File: src/rtl/adc_req_arbiter.sv
`default_nettype none
// ============================================================================
// adc_req_arbiter : four-way conversion request arbiter in front of a SAR ADC
// Optional watchdog compiled in with ADC_ARB_TIMEOUT_EN.  Rev 1.0
// ============================================================================
module adc_req_arbiter #(
  parameter int NREQ  = 4,
  parameter int DW    = 12,
  parameter int TMO_W = 16,
  parameter int GAP_W = 8
) (
  input  logic              clk,
  input  logic              rst,
  input  logic              en,
  input  logic              prio_mode,
  input  logic [NREQ-1:0]   req,
  input  logic [3*NREQ-1:0] req_ch,
  output logic [NREQ-1:0]   gnt,
  output logic              adc_soc,
  output logic [2:0]        adc_ch_sel,
  input  logic              adc_eoc,
  input  logic [DW-1:0]     adc_data,
  input  logic [GAP_W-1:0]  gap_cyc,
  input  logic [TMO_W-1:0]  tmo_limit,
  output logic              rsp_valid,
  input  logic              rsp_ready,
  output logic [1:0]        rsp_id,
  output logic [2:0]        rsp_ch,
  output logic [DW-1:0]     rsp_data,
  output logic              rsp_err,
  output logic              busy,
  output logic              timeout_irq
);

  typedef enum logic [1:0] {
    IDLE = 2'd0,
    CONV = 2'd1,
    RESP = 2'd2,
    GAP  = 2'd3
  } state_t;

  state_t           state;
  logic [1:0]       last_id;
  logic             eoc_q;
  logic [GAP_W-1:0] gap_cnt;

  logic [1:0]       win_id;
  logic             win_found;
  logic [2:0]       win_ch;
  logic [1:0]       rr_idx;
  logic             eoc_rise;

  // A level that was already high before CONV is not a completion.
  assign eoc_rise = adc_eoc & ~eoc_q;

  always_comb begin
    win_id    = 2'd0;
    win_found = 1'b0;
    win_ch    = 3'd0;
    rr_idx    = 2'd0;
    if (prio_mode) begin
      for (int i = NREQ - 1; i >= 0; i--) begin
        if (req[i]) begin
          win_id    = 2'(i);
          win_found = 1'b1;
        end
      end
    end else begin
      for (int i = 0; i < NREQ; i++) begin
        rr_idx = last_id + 2'(i + 1);
        if (!win_found && req[rr_idx]) begin
          win_id    = rr_idx;
          win_found = 1'b1;
        end
      end
    end
    for (int i = 0; i < NREQ; i++) begin
      if (2'(i) == win_id) win_ch = req_ch[3*i +: 3];
    end
  end

`ifdef ADC_ARB_TIMEOUT_EN
  logic [TMO_W-1:0] tmo_cnt;
  logic             tmo_hit;
  logic             err_q;
  logic             irq_q;

  // Fires on the CONV cycle that would make the count reach the limit.
  assign tmo_hit     = (tmo_limit != '0) && ((tmo_cnt + TMO_W'(1)) == tmo_limit);
  assign rsp_err     = err_q;
  assign timeout_irq = irq_q;
`else
  logic unused_tmo;
  assign unused_tmo  = ^tmo_limit;
  assign rsp_err     = 1'b0;
  assign timeout_irq = 1'b0;
`endif

  always_ff @(posedge clk or posedge rst) begin
    if (rst) begin
      state      <= IDLE;
      last_id    <= 2'd3;
      eoc_q      <= 1'b0;
      gap_cnt    <= '0;
      gnt        <= '0;
      adc_soc    <= 1'b0;
      adc_ch_sel <= 3'd0;
      rsp_valid  <= 1'b0;
      rsp_id     <= 2'd0;
      rsp_ch     <= 3'd0;
      rsp_data   <= '0;
      busy       <= 1'b0;
`ifdef ADC_ARB_TIMEOUT_EN
      tmo_cnt    <= '0;
      err_q      <= 1'b0;
      irq_q      <= 1'b0;
`endif
    end else begin
      eoc_q <= adc_eoc;
      gnt   <= '0;
`ifdef ADC_ARB_TIMEOUT_EN
      irq_q <= 1'b0;
`endif
      case (state)
        IDLE: begin
          if (en && win_found) begin
            state      <= CONV;
            gnt        <= NREQ'(1) << win_id;
            adc_soc    <= 1'b1;
            busy       <= 1'b1;
            last_id    <= win_id;
            rsp_id     <= win_id;
            rsp_ch     <= win_ch;
            adc_ch_sel <= win_ch;
`ifdef ADC_ARB_TIMEOUT_EN
            tmo_cnt    <= '0;
            err_q      <= 1'b0;
`endif
          end
        end
        CONV: begin
          if (eoc_rise) begin
            rsp_data  <= adc_data;
            rsp_valid <= 1'b1;
            adc_soc   <= 1'b0;
            state     <= RESP;
          end
`ifdef ADC_ARB_TIMEOUT_EN
          else if (tmo_hit) begin
            rsp_data  <= '0;
            rsp_valid <= 1'b1;
            adc_soc   <= 1'b0;
            err_q     <= 1'b1;
            irq_q     <= 1'b1;
            state     <= RESP;
          end else begin
            tmo_cnt   <= tmo_cnt + TMO_W'(1);
          end
`endif
        end
        RESP: begin
          if (rsp_ready) begin
            rsp_valid <= 1'b0;
            gap_cnt   <= '0;
            state     <= GAP;
          end
        end
        GAP: begin
          // Keeps soc low long enough for the core's slow-clock edge detector.
          if (gap_cnt >= gap_cyc) begin
            state <= IDLE;
            busy  <= 1'b0;
          end else begin
            gap_cnt <= gap_cnt + GAP_W'(1);
          end
        end
        default: state <= IDLE;
      endcase
    end
  end

endmodule
`default_nettype wire

File: config.mk
export PLATFORM = sky130hd
export DESIGN_NAME = adc_req_arbiter
export DESIGN_NICKNAME = d
export VERILOG_FILES = /design/src/rtl/adc_req_arbiter.sv
export SDC_FILE = /design/constraint.sdc
export NUM_CORES = 1
export LEC_CHECK = 0
export ABC_AREA = 0
export BUFFER_PORTS_ARGS = -buffer_cell sky130_fd_sc_hd__buf_4
export CELL_PAD_IN_SITES_DETAIL_PLACEMENT = 2
export CELL_PAD_IN_SITES_GLOBAL_PLACEMENT = 2
export CORE_MARGIN = 2
export CORE_UTILIZATION = 31
export DETAILED_ROUTE_END_ITERATION = 16
export PLACE_DENSITY_LB_ADDON = 0.08
export SLEW_MARGIN = 25
export SYNTH_ARGS = -nofsm -noshare
export SYNTH_HDL_FRONTEND = slang
export SYNTH_SLANG_ARGS = --single-unit
File: constraint.sdc
create_clock -name clk -period 4.97 [get_ports clk]
set_clock_uncertainty 0.15 [all_clocks]
set_input_delay 0 -clock clk [delete_from_list [all_inputs] [get_ports clk]]
set_output_delay 0 -clock clk [all_outputs]
set_load 0.02 [all_outputs]
== Word-level counts from Yosys, hierarchy flattened ==
Index checks and enable logic that the tools add are counted.

* Magnitude comparators: 5
* Reduce and logical (&&, ||, !) cells: 20
* Shifts and indexed selects: 1
* Add/sub/neg operators: 4
* Mux-type cells: 51
* Bitwise gates (word level): 2
* Eq/ne operators: 11

{| class="wikitable"
|+ Operators by type and width
! kind !! number
|-
| two-way mux 2 bit || 13
|-
| two-way mux 1 bit || 21
|-
| two-way mux 8 bit || 2
|-
| case mux 8 bit (2 select lines) || 1
|-
| less-than comparator 2 x 3 -> 1 bit, second input constant || 4
|-
| two-way mux 3 bit || 4
|-
| AND reduction 3 bit || 4
|-
| != test 2 bit, second input constant || 5
|-
| adder 8 x 1 -> 8 bit, second input constant || 1
|-
| binary-select mux 1 bit (select 2 bit) || 4
|-
| >= comparator 8 bit || 1
|-
| two-way mux 4 bit || 2
|-
| case mux 2 bit (4 select lines) || 1
|-
| nonzero test 2 bit || 4
|-
| case mux 1 bit (2 select lines) || 3
|-
| adder 2 bit, second input constant || 2
|-
| == test 2 bit, first input constant || 2
|-
| == test 2 bit, second input constant || 2
|-
| logical AND 1 bit || 4
|-
| logical NOT 2 bit || 2
|-
| AND reduction 2 bit || 2
|-
| AND reduction 4 bit || 1
|-
| << shifter 1 x 2 -> 4 bit, first input constant || 1
|-
| logical NOT 1 bit || 3
|-
| other kinds (5) || 5
|}

* Flip-flop bits (word level): 37
* Logic and storage cells: 105
* Input bits: 58
* Output and inout bits: 29

== Logic depth before layout (Yosys ltp) ==
Gate-level depths: netlist of the first run.

* Word-level depth: 22
* Gate-level depth with buffers: 8
* Mapped depth without buffers: 8

== Worst setup path after synthesis of the first run ==
OpenSTA, ideal clock, no wires.

* Kind: flip-flop to flip-flop
* Start point: register gap_cnt[5]
* End point: register gap_cnt[7]
* Stages on the path, launching flop included: 7
* Period minus slack after synthesis: 2.344 ns
* Arrival time: 2.116 ns
* Library setup time: 0.078 ns
* Required time: 4.742 ns
* Path buffers: 0
* Setup slack: 2.626 ns
* Cell sequence: dfrtp_1 -> ha_1 -> a2111o_1 -> a211oi_2 -> nor2_2 -> or4_1 -> a21oi_1

* Longest elaborated chain between the ends: 3
* Elaborated cells on any way between the ends: 6
* Those cells by class: add/sub (1); order compare (1); eq/ne (1); mux (2); reduce/logical (1)

{| class="wikitable"
|+ RTL lines
! item !! line !! RTL
|-
| from (decl) || 45 || <nowiki>logic [GAP_W-1:0] gap_cnt;</nowiki>
|-
| from (signal assigned) || 174 || <nowiki>gap_cnt <= gap_cnt + GAP_W'(1);</nowiki>
|-
| adder 8 x 1 -> 8 bit or >= comparator 8 bit (tied branches) || 174, 170 ||
|-
| two-way mux 8 bit or != test 2 bit (tied branches) || - ||
|-
| case mux 8 bit (2 select lines) or AND reduction 3 bit (tied branches) || - ||
|}

Parallel ways exist; a longest one is shown, timed or not. The select of a mux whose other input is x is not followed.
A chain may end at the register's enable or synchronous reset.

== Final worst setup path of the first run ==
* Start point: register gap_cnt[2]
* End point: register gap_cnt[7]

The elaborated chain is that of the path after synthesis.

==> impl_metrics.yaml, run 1 <==
run_status:
  run_status: "finished clean"
clock_tree:
  clock_latency_ps: 290
  cts_htree_levels: 2
  cts_root_buf: "sky130_fd_sc_hd__clkbuf_8"
  clock_sink_count: 37
  cts_repair_resize_count: 0
  clock_slew_at_the_register_clock_pins_of_the_worst_setup_and_hold_paths_ps: 80
  cts_setup_buffers: 0
  cts_max_path_buffers: 2
  cts_tree: "done"
  tritoncts.num_buffers: 5
worst_setup_path:
  critical-path-slowest-cell: "sky130_fd_sc_hd__or4_1"
  critical_path.n_buffers_inverters: 0
  path_cells: "ha_1 > a211oi_1 > o21ai_0 > a211oi_2 > nor2_2 > or4_1 > a21oi_1"
  worst-endpoint-arrival_ps: 2720
  worstSetupStartpoint: "gap_cnt[2]"
  biggest_cell_delay_along_the_critical_path_ps: 530
  crit_path_max_fanout: 7
  cp.required_ps: 5030
  cp-start-kind: "flip-flop"
  cp-end-kind: "flip-flop"
  critical_path.top_delay_family: "compound AO/OA/AOI/OAI gates"
  setup.worst_path.class: "reg2reg"
  regToRegStartpoint: "gap_cnt[2]"
grt:
  grt_start_max_net_pins: 38
  antenna_found_initial: 0
  global_route.overflow_total: 0
  number_of_global_route_vias_before_repair: 1974
  grt_pass1_wl_mm: 9.83
  gr-usage-all-layers_pct: 16.6
die:
  chipWidth_um: 86.7
  die_h_um: 86.7
  core-area_um2: 6720
  num_rows: 30
  ioPinCount: 87
  dieArea_um2: 7520
  floorplan.initialDensity_pct: 31.6
synth:
  synth-seq-cells: 37
  ys_seq_area_share_pct: 43.8
  synth_cell_types: 51
  post_synth_inst_count: 190
  dominantRegCellSynth: "sky130_fd_sc_hd__dfrtp_1"
  syn-mean-instance-area_um2: 11.2
  synth_async_sr_flop_share_pct: 100
  synth_edf_count: 0
  syn_area_um2: 2120
  yosysWarnings: 0
route:
  route.detailed.vias_per_inst: 4.96
  drt-initial-drc-count: 35
  drc: 0
  routed-via-count: 1764
  wl_per_cell_um: 16.4
  first_pass_iters: 3
  total_wire_length_mm: 5.83
  final_antenna_net_count: 0
timing:
  finalSetupTns_ps: 0
  timing.slew.headroom_pct: 56.7
  hold_ws_ps: 6.06
  setup_slack_ps: 2310
  timing_hold_violations_final: 0
  post-route-period-util_pct: 53.5
  maxSlewViolCount: 0
  tightest_slew_ps: 648
  maxClockFrequency_ghz: 0.376
  finalCriticalPeriod_ps: 2660
  finalSetupViolCount: 0
  grt_setup_unrepaired: "no"
finish:
  finalNonFillerCells: 356
  n_fill_cell: 714
  num-nets-final: 346
  num_antenna_cells: 0
  final_cell_area_um2: 2990
  layout-drive-gt1-share_pct: 38.0
  area_growth_pct: 40.8
power:
  ir_drop_mv: 0.260
  power_per_cell_area_nw_per_um2: 535
  pwr-share-comb_pct: 47.7
  leakage_power_nw: 1.46
  power.share.sequential_pct: 32.8
  switching_share_of_total_power_pct: 38.3
  power.net_switching_mw: 0.612
  clkPwrFrac_pct: 19.5
  cellInternalPower_mw: 0.985
placement:
  hpwlAfterDp_mm: 4.10
  postPlaceCellArea_um2: 2700
  detailedPlace.worstSlack_ps: 2360
  port_buffers: 68
  routabilityCongestion: 0.739
  placedCellCount: 333
hold_path:
  startpoint_of_the_tightest_hold_check_path: "req_ch[7]"
  hp-class: "in2reg"
flow_run:
  max_cap_violations: 0
-- routing by layer --
layer	vias up	global-route usage [%]	wire length, um
met3	2	4.10	220
met2	37	29.0	3020
met4	0	2.56	22
met1	871	21.1	2560
li1	854	-	-
met5	-	0	0
-- final timing paths --
check / endpoint / slack [ps] / cells past startpoint
worst max-delay path: gap_cnt[7] / 2310 / 7
worst max register to register: gap_cnt[7] / 2310 / 7
max in group asynchronous: last_id[1] / 4080 / 4
worst min-delay path: rsp_ch[1] / 6 / 4
min in group asynchronous: rsp_data[1] / 230 / 4
worst min register to register: rsp_id[1] / 350 / 1
-- power by group through the flow --
stage          clock network (mW)  logic (mW)  registers (mW)
6_report                    0.311       0.762           0.525
5_1_grt                     0.334       0.837           0.543
4_1_cts                     0.321       0.765           0.521
3_5_place_dp                    0       0.751           0.526
3_3_place_gp                    0       0.736           0.520
2_1_floorplan                   0       0.393           0.608
-- final cells by class --
class | count | area [um^2] | area share (%)
Multi-Input combinational cell | 132 | 1090 | 36.7
Sequential cell | 37 | 928 | 31.1
Timing Repair Buffer | 85 | 676 | 22.6
Tap cell | 80 | 100 | 3.35
Clock buffer | 5 | 68.8 | 2.31
Clock inverter | 3 | 65.1 | 2.18
Inverter | 14 | 52.6 | 1.76
-- cells in the final DEF (no fill, tap or decap), drive strengths merged, types with 4 or more instances in the layout --
cell type	count
xor2	4
nand2b	6
nand2	10
dfrtp	35
nor2	11
mux2	20
inv	14
o21ai	6
dlygate4sd3	15
a21oi	4
clkbuf	5
ha	13
buf	70
nor2b	4
mux2i	9
-- per-stage QoR --
step	power, mW	util (%)
floorplan	1.00	-
global placement	1.26	40.2
detailed placement	1.28	40.2
CTS	1.61	44.4
global route	1.71	44.4
finish	1.60	44.4
-- sequential cells by signal, indices dropped and copies added (netlist names) --
name	flops
rsp_data	12
gap_cnt	8
gnt	4
rsp_ch	3
last_id	2
rsp_id	2
state	2
adc_soc	1
busy	1
eoc_q	1
rsp_valid	1
-- kinds of logic (layout without fill, tap and decap cells) --
kind of cell             count (synthesis)  after routing  synth area share, %
AND/OR/NAND/NOR                         48             48                 12.1
AO/OA/AOI/OAI                           35             35                 13.5
other                                    1              2                0.177
buffers and inverters                   22            107                 5.01
adder cells (fa/ha/maj)                 13             13                 7.67
XOR/XNOR                                 4              4                 1.65
multiplexers                            30             30                 16.1
flip-flops                              37             37                 43.8
-- repair_timing --
item                       4_1_cts  5_1_grt
hold endpoints to repair        49        0
setup endpoints to repair        0        0
hold buffers                    15        0
-- worst reg2reg max path, stage by stage, from the launching register on --
cell                       delay [ps]
sky130_fd_sc_hd__dfrtp_1          460
sky130_fd_sc_hd__ha_1             330
sky130_fd_sc_hd__a211oi_1         220
sky130_fd_sc_hd__o21ai_0          180
sky130_fd_sc_hd__a211oi_2         400
sky130_fd_sc_hd__nor2_2           150
sky130_fd_sc_hd__or4_1            530
sky130_fd_sc_hd__a21oi_1          170
-- cells in the mapped netlist, types with 2 or more instances --
cell / n / share of area, %
sky130_fd_sc_hd__mux2_1: 2 / 1.1
sky130_fd_sc_hd__o21ai_0: 6 / 1.4
sky130_fd_sc_hd__o31ai_1: 3 / 1.1
sky130_fd_sc_hd__nand2_1: 9 / 1.6
sky130_fd_sc_hd__o211a_1: 2 / 0.94
sky130_fd_sc_hd__or2_0: 2 / 0.59
sky130_fd_sc_hd__ha_1: 13 / 7.7
sky130_fd_sc_hd__a2bb2oi_1: 2 / 0.83
sky130_fd_sc_hd__nand3_1: 3 / 0.71
sky130_fd_sc_hd__buf_4: 6 / 2.1
sky130_fd_sc_hd__mux2i_1: 9 / 4.2
sky130_fd_sc_hd__nand2b_1: 6 / 1.8
sky130_fd_sc_hd__mux2_2: 17 / 9.0
sky130_fd_sc_hd__nor2b_1: 4 / 1.2
sky130_fd_sc_hd__dfstp_2: 2 / 2.5
sky130_fd_sc_hd__inv_1: 14 / 2.5
sky130_fd_sc_hd__o2111ai_1: 3 / 1.2
sky130_fd_sc_hd__dfrtp_1: 35 / 41
sky130_fd_sc_hd__nor2_1: 10 / 1.8
sky130_fd_sc_hd__a21oi_1: 4 / 0.94
sky130_fd_sc_hd__nor3_1: 2 / 0.47
sky130_fd_sc_hd__nor3b_1: 3 / 1.1
sky130_fd_sc_hd__a211oi_1: 2 / 0.71
sky130_fd_sc_hd__xor2_1: 4 / 1.7
Power figures use the tool's default switching activity.
==> run 2: changes to the inputs <==
- CORE_UTILIZATION: 31 -> 29
- clock period: 4.97 -> 2.8 ns (I/O delays scaled with it)
==> run 2 against run 1 <==
Net effect: via count increased by 3.1%; wire length decreased by 3.2%; power increased by 70%; non-clock buffer count increased by 7; critical path depth increased by 1; critical path type unchanged; critical endpoint unchanged.
==> impl_metrics.yaml, run 2 (synthesis results as in run 1) <==
timing:
  finalSetupTns_ps: 0
  maxSlewViolCount: 0
  grt_setup_unrepaired: "no"
  post-route-period-util_pct: 90.1
  finalSetupViolCount: 0
  maxClockFrequency_ghz: 0.397
  finalCriticalPeriod_ps: 2520
  timing_hold_violations_final: 0
  timing.slew.headroom_pct: 56.8
  hold_ws_ps: 9.46
  tightest_slew_ps: 647
clock_tree:
  cts_max_path_buffers: 2
  cts_repair_resize_count: 0
  tritoncts.num_buffers: 5
  cts_htree_levels: 2
  clock_sink_count: 37
  clock_slew_at_the_register_clock_pins_of_the_worst_setup_and_hold_paths_ps: 70
  cts_root_buf: "sky130_fd_sc_hd__clkbuf_8"
  clock_latency_ps: 280
  cts_tree: "done"
grt:
  number_of_global_route_vias_before_repair: 1939
  grt_start_max_net_pins: 38
  global_route.overflow_total: 0
  gr-usage-all-layers_pct: 14.9
  grt_busiest_layer: "met2"
  antenna_found_initial: 0
  grt.met1_usage_pct: 19.6
  grt_pass1_wl_mm: 9.30
  grt_util_met2_pct: 24.9
  grt.met3_usage_pct: 3.14
die:
  die_h_um: 89.5
  ioPinCount: 87
  chipWidth_um: 89.5
  num_rows: 31
  floorplan.initialDensity_pct: 29.6
  dieArea_um2: 8010
  core-area_um2: 7180
route:
  drt-initial-drc-count: 43
  wl_per_cell_um: 14.8
  first_pass_iters: 3
  drc: 0
  routed-via-count: 1818
  route.detailed.vias_per_inst: 4.76
  final_antenna_net_count: 0
  total_wire_length_mm: 5.64
power:
  leakage_power_nw: 1.48
  ir_drop_mv: 0.431
  power_per_cell_area_nw_per_um2: 897
  fin_total_pwr_mw: 2.72
hold_path:
  hp-class: "in2reg"
  whs_endpoint: "rsp_ch[2]"
  cell_depth_of_the_worst_hold_path: 4
  startpoint_of_the_tightest_hold_check_path: "req_ch[8]"
worst_setup_path:
  cp-start-kind: "flip-flop"
  reg2regPathDepth: 8
  worstSetupStartpoint: "gap_cnt[2]"
  cp-end-kind: "flip-flop"
  regToRegStartpoint: "gap_cnt[2]"
  cp.required_ps: 2860
  crit-reg2reg-capture: "gap_cnt[7]"
  worst-endpoint-arrival_ps: 2580
  setup.reg_to_reg.worst_slack_ps: 280
  setup.worst_path.class: "reg2reg"
  crit_path_max_fanout: 7
placement:
  hpwlAfterDp_mm: 4.20
  port_buffers: 68
  routabilityCongestion: 0.777
  placedCellCount: 356
  postPlaceCellArea_um2: 2760
finish:
  num_antenna_cells: 0
  largest_register: "rsp_data"
  largest_registers_ranked_by_flip_flop_count: "rsp_data: 12 flops, gap_cnt: 8 flops, gnt: 4 flops"
  layout-drive-gt1-share_pct: 38.9
  multi_input_comb_area_um2: 1090
  area.sequential_um2: 928
  largest_register_ff_count: 12
  finalNonFillerCells: 382
  n_fill_cell: 791
  layout_common_cells: "75 x sky130_fd_sc_hd__buf_4, 35 x sky130_fd_sc_hd__dfrtp_1, 17 x sky130_fd_sc_hd__mux2_2, 17 x sky130_fd_sc_hd__dlygate4sd3_1, 14 x sky130_fd_sc_hd__inv_1"
  final_cell_area_um2: 3030
  final_common_cell: "sky130_fd_sc_hd__buf_4"
  num-nets-final: 353
  area_growth_pct: 43.1
flow_run:
  max_cap_violations: 0
run_status:
  run_status: "finished clean"
==> run 2: changes by cell type in the layout (fill, tap and decap cells not counted) <==
cell and change:
sky130_fd_sc_hd__clkbuf_8 +2, sky130_fd_sc_hd__buf_4 +5, sky130_fd_sc_hd__dlygate4sd3_1 +2, sky130_fd_sc_hd__bufinv_16 -2
==> run 2: timing repair <==
item / CTS / global route
hold endpoints to repair: 50 / 0
hold buffers: 17 / 0
endpoints found under the setup margin: 0 / 1
buffers inserted: 0 / 1
==> run 2: worst max-delay path by stage <==
stage	endpoint	slack, ps
6_report	gap_cnt[7]	280
5_1_grt	gap_cnt[7]	60
4_1_cts	gap_cnt[7]	230
3_5_place_dp	gap_cnt[7]	250
3_3_place_gp	gap_cnt[7]	300
2_1_floorplan	gap_cnt[7]	460
==> run 2: critical path, stage by stage, from the launching register on <==
cell and delay (ps):
sky130_fd_sc_hd__dfrtp_1 450, sky130_fd_sc_hd__ha_1 320, sky130_fd_sc_hd__a211oi_1 220, sky130_fd_sc_hd__o21ai_0 180, sky130_fd_sc_hd__a211oi_2 250, sky130_fd_sc_hd__buf_4 170
sky130_fd_sc_hd__nor2_2 70, sky130_fd_sc_hd__or4_1 500, sky130_fd_sc_hd__a21oi_1 150
==> run 2: final cells by class <==
type | count | area share, %
multi-input combinational | 132 | 36.1
inverter | 14 | 1.73
timing repair buffer | 92 | 24.2
sequential | 37 | 30.6
clock buffer | 7 | 3.18
clock inverter | 1 | 0.165
tap | 99 | 4.08
==> run 2: metal layers <==
metal,routed length (um),part of all wire (%)
met1,2480,44
met2,2810,50
met3,298,5.3
met4,55,0.97
met5,0,0
==> run 2: stage by stage <==
stage	setup WS, ps	utilization (%)
after floorplan	456	-
after global placement	298	38.4
after detailed placement	249	38.4
after CTS	229	42.2
after global routing	60.3	42.3
final	278	42.3
==> run 2: report_power, final <==
group | total, mW | switching [mW] | internal [mW] | leakage, nW
clock network | 0.408 | 0.185 | 0.223 | 0.0542
registers | 0.915 | 0.164 | 0.751 | 0.458
logic | 1.40 | 0.714 | 0.686 | 0.970
==> run 3: changes to the inputs <==
- CELL_PAD_IN_SITES_DETAIL_PLACEMENT: 2 -> 0
- CELL_PAD_IN_SITES_GLOBAL_PLACEMENT: 2 -> 1
- CORE_UTILIZATION: 29 -> 36
==> run 3 against run 2 <==
Net effect: sequential power is 2.3% lower; largest power group unchanged; first-iteration DRC count grew to 2.6 times the previous value; worst hold slack better by 12 ps; via count is 1.3% lower; global-route usage is 1.3 points higher.
==> impl_metrics.yaml, run 3 (synthesis results as in run 1) <==
clock_tree:
  clock_sink_count: 37
  cts_htree_levels: 2
  cts_max_path_buffers: 2
  tritoncts.num_buffers: 5
  cts_tree: "done"
  clock_slew_at_the_register_clock_pins_of_the_worst_setup_and_hold_paths_ps: 70
  cts_root_buf: "sky130_fd_sc_hd__clkbuf_8"
  clock_latency_ps: 280
grt:
  grt_start_max_net_pins: 38
  global_route.overflow_total: 0
  gr-usage-all-layers_pct: 16.2
  antenna_found_initial: 0
  grt_pass1_wl_mm: 8.18
  number_of_global_route_vias_before_repair: 1852
finish:
  largest_register: "rsp_data"
  final_common_cell: "sky130_fd_sc_hd__buf_4"
  num-nets-final: 366
  area_growth_pct: 47.8
  layout.core_utilization_pct: 55.9
  layout_common_cells: "80 x sky130_fd_sc_hd__buf_4, 35 x sky130_fd_sc_hd__dfrtp_1, 23 x sky130_fd_sc_hd__dlygate4sd3_1"
  num_antenna_cells: 0
  layout-drive-gt1-share_pct: 39.9
  largest_registers_ranked_by_flip_flop_count: "rsp_data: 12 flops, gap_cnt: 8 flops, gnt: 4 flops"
  largest_register_ff_count: 12
route:
  drc: 0
  highest-signal-layer: "met4"
  first_pass_iters: 4
  wl_per_cell_um: 13.3
  route.layer.met1.wl_mm: 2.11
  drt-initial-drc-count: 112
  total_wire_length_mm: 4.90
  route.detailed.vias_per_inst: 4.88
  final_antenna_net_count: 0
  routed-via-count: 1795
  met2_length_mm: 2.43
  detailroute.wirelength.met3_um: 293
timing:
  maxClockFrequency_ghz: 0.376
  finalSetupTns_ps: 0
  hold_ws_ps: 21.4
  timing.slew.headroom_pct: 58.7
  setup_slack_ps: 138
  post-route-period-util_pct: 95.1
  tightest_slew_ps: 617
  timing_hold_violations_final: 0
  grt_setup_unrepaired: "no"
  finalSetupViolCount: 0
  maxSlewViolCount: 0
  finalCriticalPeriod_ps: 2660
power:
  switching_share_of_total_power_pct: 38.1
  ir_drop_mv: 0.541
  power.share.sequential_pct: 32.6
  cellInternalPower_mw: 1.70
  power.net_switching_mw: 1.05
  leakage_power_nw: 1.54
  clkPwrFrac_pct: 13.8
  power_per_cell_area_nw_per_um2: 876
  pwr-share-comb_pct: 53.6
  fin_total_pwr_mw: 2.75
worst_setup_path:
  cp_num_cells: 9
  cp-start-kind: "flip-flop"
  regToRegStartpoint: "last_id[0]"
  biggest_cell_delay_along_the_critical_path_ps: 570
  crit-reg2reg-capture: "rsp_ch[1]"
  critical-path-slowest-cell: "sky130_fd_sc_hd__dfstp_2"
  setup.worst_path.class: "reg2reg"
  cp.required_ps: 2820
  reg2regPathDepth: 9
  critical_path.most_common_cell: "sky130_fd_sc_hd__mux2i_1"
  crit_path_max_fanout: 6
  critical_path.top_delay_family: "buffers and inverters"
  worstSetupStartpoint: "last_id[0]"
  cp-end-kind: "flip-flop"
  setup.worst_path.end: "rsp_ch[1]"
  path_cells: "and2b_2 > nor3b_4 > o31ai_4 > buf_6 > buf_4 > mux2i_1 > dlygate4sd3_1 > mux2i_1 > mux2_2"
  setup.reg_to_reg.worst_slack_ps: 140
  worst-endpoint-arrival_ps: 2680
  critical_path.n_buffers_inverters: 3
placement:
  port_buffers: 68
  routabilityCongestion: 0.727
  hpwlAfterDp_mm: 3.48
  detailedPlace.worstSlack_ps: 271
die:
  ioPinCount: 87
  floorplan.initialDensity_pct: 37.8
  num_rows: 27
  dieArea_um2: 6520
  chipWidth_um: 80.8
  core-area_um2: 5610
  die_h_um: 80.8
hold_path:
  hp-class: "in2reg"
run_status:
  run_status: "finished clean"
flow_run:
  max_cap_violations: 0
[run 3: worst min-delay path by stage]
stage / start / end / slack, ps / cells past startpoint
floorplan: adc_eoc / eoc_q / -120 / 0
global placement: adc_eoc / eoc_q / -20 / 1
detailed placement: adc_eoc / eoc_q / -20 / 1
CTS: req_ch[3] / rsp_ch[0] / 5 / 4
global route: req_ch[2] / rsp_ch[2] / 50 / 4
finish: req_ch[2] / rsp_ch[2] / 20 / 4
[run 3: area by class of cell]
| cell class | count | area, um^2 |
|---|---|---|
| well taps | 72 | 90.1 |
| multi-input cells | 132 | 1120 |
| fillers | 515 | 2470 |
| inverters | 14 | 52.6 |
| flip-flops and latches | 37 | 928 |
| clock buffers | 8 | 90.1 |
| repair buffers | 105 | 853 |
[run 3: power groups by stage]
| stage | registers, mW | logic [mW] | clock network, mW |
|---|---|---|---|
| 6_report | 0.894 | 1.47 | 0.379 |
| 5_1_grt | 0.927 | 1.61 | 0.420 |
| 4_1_cts | 0.905 | 1.40 | 0.396 |
| 3_5_place_dp | 0.913 | 1.36 | 0 |
| 3_3_place_gp | 0.905 | 1.35 | 0 |
| 2_1_floorplan | 1.08 | 0.697 | 0 |
[run 3: layer usage]
metal  vias to the layer above  track usage (%)
li1                        889                -
met1                       852             19.4
met2                        48             28.2
met3                         6             4.89
met4                         0             4.58
met5                         -                0
[run 3: worst register-to-register path: stages (launching register included)]
cell	delay, ps
sky130_fd_sc_hd__dfstp_2	570
sky130_fd_sc_hd__and2b_2	260
sky130_fd_sc_hd__nor3b_4	210
sky130_fd_sc_hd__o31ai_4	80
sky130_fd_sc_hd__buf_6	150
sky130_fd_sc_hd__buf_4	130
sky130_fd_sc_hd__mux2i_1	120
sky130_fd_sc_hd__dlygate4sd3_1	560
sky130_fd_sc_hd__mux2i_1	60
sky130_fd_sc_hd__mux2_2	260
[run 3: per-stage QoR]
step                instances  cell area [um^2]
floorplan                 191              2120
global placement          329              2720
detailed placement        329              2720
CTS                       361              3050
global route              368              3130
finish                    368              3130
[run 3: timing repair]
item / in CTS / in global routing
endpoints found under the hold margin: 52 / 0
buffers inserted: 0 / 7
hold buffers: 24 / 0
resized for setup: 0 / 7
setup endpoints to repair: 0 / 3
